### config.mk
export PLATFORM = sky130hd
export DESIGN_NAME = video_timing_monitor
export DESIGN_NICKNAME = d
export VERILOG_FILES = /design/src/rtl/video_timing_monitor.sv
export SDC_FILE = /design/constraint.sdc
export NUM_CORES = 1
export LEC_CHECK = 0
export BUFFER_PORTS_ARGS = -buffer_cell sky130_fd_sc_hd__buf_2
export CAP_MARGIN = 20
export CORE_MARGIN = 3
export CORE_UTILIZATION = 38
export CTS_CLUSTER_DIAMETER = 100
export DETAILED_ROUTE_END_ITERATION = 7
export HOLD_SLACK_MARGIN = 0.12
export PLACE_DENSITY = 0.67
export SETUP_SLACK_MARGIN = 0.15
export SLEW_MARGIN = 20
export SYNTH_ARGS = -nofsm -noshare
export SYNTH_HDL_FRONTEND = slang
export SYNTH_SLANG_ARGS = --single-unit
### constraint.sdc
create_clock -name Clock -period 10.11 [get_ports Clock]
set_clock_uncertainty 0.15 [all_clocks]
set_input_delay 1.011 -clock Clock [delete_from_list [all_inputs] [get_ports Clock]]
set_output_delay 1.011 -clock Clock [all_outputs]
set_load 0.005 [all_outputs]
### src/rtl/video_timing_monitor.sv
// video_timing_monitor: passive checker for generator video timing.
// Measures line period, DE run length, active/total lines and a pixel
// checksum per frame, compares each finished frame against the expected
// timing, and reports error flags, a lock indication and a frame count.
module video_timing_monitor #(
  parameter logic SYNC_ACTIVE = 1'b1,
  parameter int   EXP_H_TOTAL = 1688,
  parameter int   EXP_WIDTH   = 1280,
  parameter int   EXP_HEIGHT  = 1024,
  parameter int   EXP_V_TOTAL = 1066,
  parameter int   LOCK_FRAMES = 4
) (
  input  logic        Clock,
  input  logic        Reset,
  input  logic        HS,
  input  logic        VS,
  input  logic        DE,
  input  logic [7:0]  R,
  input  logic [7:0]  G,
  input  logic [7:0]  B,
  output logic [11:0] LineTotal,
  output logic [11:0] LineWidth,
  output logic [11:0] FrameActive,
  output logic [11:0] FrameTotal,
  output logic [15:0] FrameSum,
  output logic [3:0]  ErrFlags,
  output logic        FrameDone,
  output logic        Locked,
  output logic [15:0] FrameCount
);

  localparam logic [11:0] EXP_H    = 12'(EXP_H_TOTAL);
  localparam logic [11:0] EXP_W    = 12'(EXP_WIDTH);
  localparam logic [11:0] EXP_A    = 12'(EXP_HEIGHT);
  localparam logic [11:0] EXP_V    = 12'(EXP_V_TOTAL);
  localparam logic [3:0]  LOCK_N   = 4'(LOCK_FRAMES);

  // Input pipeline: stage1 samples pins, stage2 holds previous stage1.
  logic       hs1_q, vs1_q, de1_q, hs2_q, vs2_q, de2_q;
  logic [7:0] r1_q, g1_q, b1_q;

  // Measurement state.
  logic [11:0] hcnt_q, hcnt_d, dcnt_q, dcnt_d, vcnt_q, vcnt_d, acnt_q, acnt_d;
  logic [15:0] psum_q, psum_d;
  logic        line_armed_q, line_armed_d, de_armed_q, de_armed_d;
  logic        frame_armed_q, frame_armed_d;
  logic [1:0]  sticky_q, sticky_d;
  logic [3:0]  good_q, good_d;

  // Registered outputs.
  logic [11:0] line_total_q, line_total_d, line_width_q, line_width_d;
  logic [11:0] frame_active_q, frame_active_d, frame_total_q, frame_total_d;
  logic [15:0] frame_sum_q, frame_sum_d, frame_count_q, frame_count_d;
  logic [3:0]  err_q, err_d;
  logic        done_q, done_d, locked_q, locked_d;

  // Edge detects and per-cycle helpers.
  logic       hs_lead, vs_lead, de_rise, de_fall, set0, set1;
  logic [9:0] pix;
  logic [3:0] err_now;

  function automatic logic [11:0] sat_inc(input logic [11:0] v);
    return (v == 12'hFFF) ? v : v + 12'd1;
  endfunction

  assign hs_lead = (hs1_q == SYNC_ACTIVE) && (hs2_q != SYNC_ACTIVE);
  assign vs_lead = (vs1_q == SYNC_ACTIVE) && (vs2_q != SYNC_ACTIVE);
  assign de_rise = de1_q && !de2_q;
  assign de_fall = !de1_q && de2_q;
  assign pix     = {2'b00, r1_q} + {2'b00, g1_q} + {2'b00, b1_q};

  // Next-state: line/width measurement, frame accumulation, frame report and lock.
  always_comb begin
    // NOTE: every _d takes its current value first, so no path through this
    // block leaves a signal unassigned and no latch is inferred.
    hcnt_d         = sat_inc(hcnt_q);
    dcnt_d         = dcnt_q;
    vcnt_d         = vcnt_q;
    acnt_d         = acnt_q;
    psum_d         = psum_q;
    line_armed_d   = line_armed_q;
    de_armed_d     = de_armed_q;
    frame_armed_d  = frame_armed_q;
    good_d         = good_q;
    line_total_d   = line_total_q;
    line_width_d   = line_width_q;
    frame_active_d = frame_active_q;
    frame_total_d  = frame_total_q;
    frame_sum_d    = frame_sum_q;
    frame_count_d  = frame_count_q;
    err_d          = err_q;
    locked_d       = locked_q;
    done_d         = 1'b0;
    set0           = 1'b0;
    set1           = 1'b0;
    err_now        = 4'd0;

    // Line period: first HS edge after reset only arms.
    if (hs_lead) begin
      if (line_armed_q) begin
        line_total_d = hcnt_q;
        set0         = (hcnt_q != EXP_H);
      end
      hcnt_d       = 12'd1;
      line_armed_d = 1'b1;
    end

    // DE run length; a fall with no prior rise is ignored.
    if (de_rise) begin
      dcnt_d     = 12'd1;
      de_armed_d = 1'b1;
    end else if (de1_q) begin
      dcnt_d = sat_inc(dcnt_q);
    end
    if (de_fall && de_armed_q) begin
      line_width_d = dcnt_q;
      set1         = (dcnt_q != EXP_W);
    end
    sticky_d = sticky_q | {set1, set0};

    // Frame accumulators.
    if (hs_lead) vcnt_d = sat_inc(vcnt_q);
    if (de_rise) acnt_d = sat_inc(acnt_q);
    if (de1_q)   psum_d = psum_q + {6'd0, pix};

    // Frame boundary: report the finished frame, then restart counters with
    // whatever events coincide with this VS edge.
    if (vs_lead) begin
      if (frame_armed_q) begin
        err_now        = {vcnt_q != EXP_V, acnt_q != EXP_A,
                          sticky_q[1] | set1, sticky_q[0] | set0};
        frame_total_d  = vcnt_q;
        frame_active_d = acnt_q;
        frame_sum_d    = psum_q;
        err_d          = err_now;
        done_d         = 1'b1;
        frame_count_d  = frame_count_q + 16'd1;
        if (err_now == 4'd0) begin
          good_d   = (good_q == LOCK_N) ? good_q : good_q + 4'd1;
          locked_d = (good_d == LOCK_N);
        end else begin
          good_d   = 4'd0;
          locked_d = 1'b0;
        end
      end
      frame_armed_d = 1'b1;
      sticky_d      = 2'b00;
      vcnt_d        = hs_lead ? 12'd1 : 12'd0;
      acnt_d        = de_rise ? 12'd1 : 12'd0;
      psum_d        = de1_q ? {6'd0, pix} : 16'd0;
    end
  end

  // State and output registers with asynchronous reset.
  always_ff @(posedge Clock or posedge Reset) begin
    // NOTE: clocked state uses non-blocking assignments only, so every
    // register samples the pre-edge values regardless of statement order.
    if (Reset) begin
      // NOTE: everything is reset here; this block holds no memory arrays.
      {hs1_q, vs1_q, de1_q, hs2_q, vs2_q, de2_q} <= '0;
      r1_q <= '0; g1_q <= '0; b1_q <= '0;
      hcnt_q <= '0; dcnt_q <= '0; vcnt_q <= '0; acnt_q <= '0; psum_q <= '0;
      line_armed_q <= 1'b0; de_armed_q <= 1'b0; frame_armed_q <= 1'b0;
      sticky_q <= '0; good_q <= '0;
      line_total_q <= '0; line_width_q <= '0; frame_active_q <= '0;
      frame_total_q <= '0; frame_sum_q <= '0; frame_count_q <= '0;
      err_q <= '0; done_q <= 1'b0; locked_q <= 1'b0;
    end else begin
      hs1_q <= HS; vs1_q <= VS; de1_q <= DE;
      r1_q  <= R;  g1_q  <= G;  b1_q  <= B;
      hs2_q <= hs1_q; vs2_q <= vs1_q; de2_q <= de1_q;
      hcnt_q <= hcnt_d; dcnt_q <= dcnt_d; vcnt_q <= vcnt_d; acnt_q <= acnt_d;
      psum_q <= psum_d;
      line_armed_q <= line_armed_d; de_armed_q <= de_armed_d;
      frame_armed_q <= frame_armed_d;
      sticky_q <= sticky_d; good_q <= good_d;
      line_total_q <= line_total_d; line_width_q <= line_width_d;
      frame_active_q <= frame_active_d; frame_total_q <= frame_total_d;
      frame_sum_q <= frame_sum_d; frame_count_q <= frame_count_d;
      err_q <= err_d; done_q <= done_d; locked_q <= locked_d;
    end
  end

  assign LineTotal   = line_total_q;
  assign LineWidth   = line_width_q;
  assign FrameActive = frame_active_q;
  assign FrameTotal  = frame_total_q;
  assign FrameSum    = frame_sum_q;
  assign ErrFlags    = err_q;
  assign FrameDone   = done_q;
  assign Locked      = locked_q;
  assign FrameCount  = frame_count_q;

endmodule

==> metrics.txt, run 1 <==
largest net degree at the start of global routing=119; RSZ-0062 raised after global routing=no; hold slack=270 ps; maximum VDD drop=0.000106 V; Diodes inserted=0; vias per cell=5.10; Max Freq=239 MHz; Total Power=2.08 mW; post-route setup slack=5930 ps; Final Cell Area=10200 um^2; vias in the first global route=6135; commonest non-fill, non-tap cell in the layout=dfrtp_1; Worst R2R End=psum_q[10]; hold endpoint=hs2_q; global-route met3 utilization=3.80%; top-area cell type share of the netlist area=53.8%; CTS Sinks=189; Post-Syn Instances=853; clk buf depth=2; adder-cell share of the synthesized area=6.40%; Worst Setup Path Type=reg2reg; post-synthesis sequential area ratio=53.8%; Cell Int Power=1.43 mW; xor and xnor area share after synthesis=5.47%; reg2reg start=g1_q[1]; fill count=2141; Final min period=4180 ps; Synth Net Count=921; Remaining Overflow, GRT=0; Netlist cell types=63; clock power share=32.0%; PortBufs=114; # IOs=115; clk root buf=clkbuf_16; RePlAce Congestion=0.858; number of gates resized after cts=0; Detailed Route WL=18.3 mm; largest fanout on the critical path=6; max cap viols=0; Clock Latency Late Sink=420 ps; DRT Pass-1 Iters=4; DR DRC count=0; DP Area=9650 um^2; Register-to-Register Path Depth=16; Worst Hold Depth=0; clock-pin transition on the worst setup and hold timing paths=70 ps; largest family of logic cells by synthesized area=simple AND/OR/NAND/NOR gates; final antenna-violating net count=0; cell area power density=203 nW/um^2; first-pass GRT wire length=30.4 mm; Pins Over Slew Limit=0; EDFF count, synth=0; Setup TNS=0 ps; Initial Utilization=38.7%; Multi-input gate area=3850 um^2; simple-gate share of the synthesized area=19.2%; Reg power frac=44.2%; Die Wd=158 um; routed wire length per instance=14.6 um; Synth area leaders=dfrtp_1 54%, nand2_1 6.9%, ha_1 4.1%, mux2_2 3.1%, xnor2_1 2.8%; initial antenna violation count=1; Nets=1029; static leakage=4.97 nW; cell taking the most area after synthesis=dfrtp_1; Critical Path Sink Type=register; status=finished clean; DP Worst Slack=5950 ps; max_slew headroom=30.3%; Final Hold Vio Count=0; commonest cells after routing, fill and taps aside=189 x dfrtp_1, 162 x nand2_1, 114 x buf_2; asr flop ratio synth=100%; CTS tree=done; FF-to-FF setup slack=5930 ps; crit path DAT=4320 ps; Die H=158 um; DR iter-0 viols=371; met1 global-route usage=20.3%; via count=6416; #FFs+latches synth=189; top_reg_cell synth=dfrtp_1; Synth Cell Area=8800 um^2; Hold-fix buffers, CTS=0; Sw Pwr=652 uW; DPL Wire Length=12.8 mm; Max H-tree Level=4; fraction of layout cells with a size suffix above 1=18.5%; die area=25000 um^2; combinational share of power=23.8%; Setup Buffers After CTS=0; CP Launch Type=register; Compound-Gate Fraction of Synth Area=8.75%; total track usage=15.0%; Most Crowded Layer GR=met2; row count=55; Switching Share=31.3%; Data required, critical path=10250 ps; register area=4730 um^2; post-synthesis mux area share=3.75%; worst slew pin tran=1040 ps; HP Class=reg2reg; core area=22700 um^2; P&R area growth vs syn=16.4%; number of buffers created by CTS=17; grt met2 use=24.3%; Ys Warns=0; syn avg cell area=10.3 um^2; Worst Hold Launch=hs1_q; Tcrit/Tclk final=41.3%; setup violators final=0
cells in the mapped netlist, types with 4 or more instances:
cell type,n
dfrtp_1,189
a21o_1,5
ha_1,29
a21oi_1,23
a211oi_1,11
nand3b_1,8
nand2_1,162
nor3_1,12
mux2i_1,6
fa_1,10
o211ai_1,7
nor4b_1,4
nor2_1,64
nand4_1,19
nand3_1,30
xor2_1,27
clkbuf_1,24
o21ai_0,42
mux2_2,24
xnor2_1,28
or3_1,7
nor2b_1,7
inv_1,30
nor4_1,9
and3_1,9
nand2b_1,7
layer usage:
layer,up-vias,part of all wire (%)
met3,17,4.7
li1,3159,-
met1,3099,47
met2,139,48
met5,-,0.060
met4,2,0.89
power by group through the flow:
stage	registers, mW	logic [mW]	clock network (mW)
finish	0.919	0.496	0.665
global route	0.932	0.569	0.716
CTS	0.920	0.499	0.685
detailed placement	0.934	0.496	0
global placement	0.932	0.485	0
floorplan	0.915	0.363	0
worst max-delay path: stages, from the launching register on:
cell and delay (ps):
dfrtp_1 360, inv_1 70, fa_1 420, inv_1 70
ha_1 190, inv_1 60, fa_1 400, nor2b_1 170
o31a_1 210, mux2i_1 110, or4_1 530, ha_1 210
a21oi_1 270, o21ai_0 140, a211oi_1 450, or3_1 180
a21oi_1 60
area by class of cell:
class                           instances  share of cell area (%)
Sequential cell                       189                    46.2
Tap cell                              285                    3.48
Clock buffer                           19                    4.33
Multi-Input combinational cell        603                    37.6
Inverter                               32                    1.25
Timing Repair Buffer                  118                    5.87
Clock inverter                         12                    1.33
metrics by stage:
step                      std cells  utilization, %
after CTS                      1258            45.1
after global placement         1227            42.5
after floorplan                 853               -
after global routing           1258            45.1
after detailed placement       1227            42.5
final                          1258            45.1
worst max-delay path by stage:
stage	from	endpoint	slack [ps]
3_5_place_dp	g1_q[1]	psum_q[14]	5950
4_1_cts	g1_q[1]	psum_q[10]	5910
3_3_place_gp	g1_q[1]	psum_q[15]	6040
6_report	g1_q[1]	psum_q[10]	5930
2_1_floorplan	Reset	ErrFlags[0]	3810
5_1_grt	g1_q[1]	psum_q[11]	5600
logic make-up after synthesis:
| family | count (synthesis) |
|---|---|
| adders and majority gates | 39 |
| muxes | 30 |
| AOI/OAI and AO/OA | 120 |
| xor gates and xnor gates | 55 |
| DFF | 189 |
| and+or+nand+nor | 359 |
| buffers and inverters | 61 |
No activity file was read; power rests on OpenSTA's default activity.
==> run 2: changes to the inputs <==
--- a/config.mk
+++ b/config.mk
@@ -5,6 +5,7 @@
 export SDC_FILE = /design/constraint.sdc
 export NUM_CORES = 1
 export LEC_CHECK = 0
+export ABC_AREA = 1
 export BUFFER_PORTS_ARGS = -buffer_cell sky130_fd_sc_hd__buf_2
 export CAP_MARGIN = 20
 export CORE_MARGIN = 3
==> constraint.sdc (replaced) <==
create_clock -name Clock -period 4.32 [get_ports Clock]
set_clock_uncertainty 0.15 [all_clocks]
set_input_delay 0.432 -clock Clock [delete_from_list [all_inputs] [get_ports Clock]]
set_output_delay 0.432 -clock Clock [all_outputs]
set_load 0.005 [all_outputs]
==> run 2 against run 1 <==
  * Register-to-register slack worse by 4900 ps
  * Critical path depth grew 4
  * Non-clock buffer count rose by 28
  * Sequential power grew 140%
  * Hold slack got worse by 45 ps
  * Setup slack got worse by 4900 ps
  * First-iteration DRC count up 12%
  * Design area increased by 9.1%
  * Cell count up 28%
  * Critical path type unchanged
  * Critical endpoint is now psum_q[12]
  * Largest power group unchanged
==> metrics.txt, run 2 <==
Post-Syn Instances=1140; Max H-tree Level=4; hold endpoint=hs2_q; reg2reg start=g1_q[1]; post-route setup slack=988 ps; EDFF count, synth=0; largest net degree at the start of global routing=170; CP Launch Type=register; DRT Pass-1 Iters=5; Diodes inserted=0; DR iter-0 viols=415; vias per cell=4.78; max_slew headroom=34.0%; Pins Over Slew Limit=0; total track usage=16.6%; Total Power=5.04 mW; post-synthesis sequential area ratio=50.4%; number of buffers created by CTS=17; RSZ-0062 raised after global routing=no; Worst R2R End=psum_q[12]; final antenna-violating net count=0; Final Cell Area=11200 um^2; top_reg_cell synth=dfrtp_1; Clock Latency Late Sink=440 ps; largest fanout on the critical path=6; count leader, synth=nand2_1; Initial Utilization=39.3%; Worst Hold Launch=hs1_q; CTS tree=done; P&R area growth vs syn=19.0%; Critical Path Sink Type=register; commonest cells after routing, fill and taps aside=330 x nand2_1, 189 x dfrtp_1, 141 x inv_1; first-pass GRT wire length=36.5 mm; row count=56; Die Wd=163 um; Netlist cell types=41; cell area power density=452 nW/um^2; RePlAce Congestion=0.891; Worst Hold Depth=0; clk buf depth=2; Ys Warns=0; vias in the first global route=7718; Util after Layout=46.8%; maximum VDD drop=0.000204 V; # IOs=115; commonest non-fill, non-tap cell in the layout=nand2_1; Detailed Route WL=20.9 mm; number of gates resized after cts=0; static leakage=5.72 nW; hold slack=225 ps; Synth Cell Area=9390 um^2; syn avg cell area=8.24 um^2; routed wire length per instance=13.0 um; most frequent cells after synthesis=330 x nand2_1, 189 x dfrtp_1, 142 x inv_1; status=finished clean; Max Freq=300 MHz; Register-to-Register Path Depth=20; DR DRC count=0; core area=23900 um^2; Data required, critical path=4490 ps; HP Class=reg2reg; via count=7692; clock-pin transition on the worst setup and hold timing paths=80 ps; Worst Setup Path Type=reg2reg; crit path DAT=3500 ps; DP Worst Slack=1050 ps; Remaining Overflow, GRT=0; DP Area=10300 um^2; setup violators final=0; fin cells=1609; asr flop ratio synth=100%; Nets=1345; Setup TNS=0 ps; Final Hold Vio Count=0; Synth area leaders=dfrtp_1 50%, nand2_1 13%, inv_1 5.7%, nand3_1 4.5%, o21ai_0 4.5%; Synth Net Count=1208; cell taking the most area after synthesis=dfrtp_1; worst slew pin tran=990 ps; DPL Wire Length=14.6 mm; die area=26600 um^2; Final min period=3330 ps; initial antenna violation count=0; PortBufs=114; clk root buf=clkbuf_16; #FFs+latches synth=189; FF-to-FF setup slack=990 ps; top-area cell type share of the netlist area=50.4%; max cap viols=0; fraction of layout cells with a size suffix above 1=14.0%; Die H=163 um; Tcrit/Tclk final=77.1%; Placed Instances=1549; CTS Sinks=189
run 2: changes by cell type in the layout (fill, tap and decap cells not counted), moves of 8 or more:
cell           previous run  this run
nand2_1                 162       330
inv_1                    29       141
nand3_1                  30        85
o21ai_0                  42        84
dlygate4sd3_1             0        28
mux2_2                   24         0
o21ai_1                   0        23
xnor2_1                  28         5
nor2_1                   64        83
a211oi_1                 11         1
and3_1                    9         0
xor2_1                   27        18
nand3b_1                  8         0
run 2: how the worst max path moves through the flow:
stage            start     endpoint  slack, ps  cells past startpoint
5_1_grt        g1_q[1]   psum_q[13]        660                     19
4_1_cts        g1_q[1]   psum_q[12]        990                     20
3_3_place_gp   g1_q[1]   psum_q[14]       1120                     20
6_report       g1_q[1]   psum_q[12]        990                     20
3_5_place_dp   g1_q[1]   psum_q[12]       1050                     20
2_1_floorplan    Reset  ErrFlags[0]       1300                      1
run 2: cell families (layout without fill, tap and decap cells):
group	count (synthesis)	after routing	share of synthesized area [%]
AOI/OAI and AO/OA	151	151	8.60
xor gates and xnor gates	23	23	2.15
adders and majority gates	39	39	6.00
buffers and inverters	175	325	7.28
DFF	189	189	50.4
and+or+nand+nor	563	563	25.6
run 2: timing repair:
item,4_1_cts,5_1_grt
setup buffers,0,0
hold endpoints to repair,47,0
hold buffers,28,0
run 2: cell type report:
cell class                 count  area [um^2]
inverter                     147          556
tap                          319          399
sequential                   189         4730
clock inverter                15          191
clock buffer                  17          425
timing repair buffer         146          893
fill                        2350        12700
multi-input combinational    776         3980
run 2: routing by layer:
layer	part of all wire, %	track usage [%]
met3	4.8	3.50
met4	2.0	5.50
met1	47	22.4
met5	0	0
met2	46	26.8
run 2: worst max-delay path, cell delays in order, from the launching register on:
cell and delay [ps]:
dfrtp_1 360, inv_1 70, fa_1 410, inv_1 70, ha_1 170, inv_1 60, fa_1 390, inv_1 90
nand3_1 90, nand3_1 100, nand2_1 70, ha_1 350, nand2_1 90, inv_1 60, nand3_1 90, nand2_1 120
nand2_1 60, nand2_1 200, nand3_1 100, nand2_1 70, nor2_1 40
run 2: where the power goes:
| group | total, mW | switching (mW) | internal [mW] | leakage (nW) |
|---|---|---|---|---|
| logic | 1.28 | 0.776 | 0.500 | 2.95 |
| registers | 2.16 | 0.181 | 1.98 | 2.47 |
| clock network | 1.61 | 0.812 | 0.793 | 0.298 |
| total | 5.04 | 1.77 | 3.27 | 5.72 |
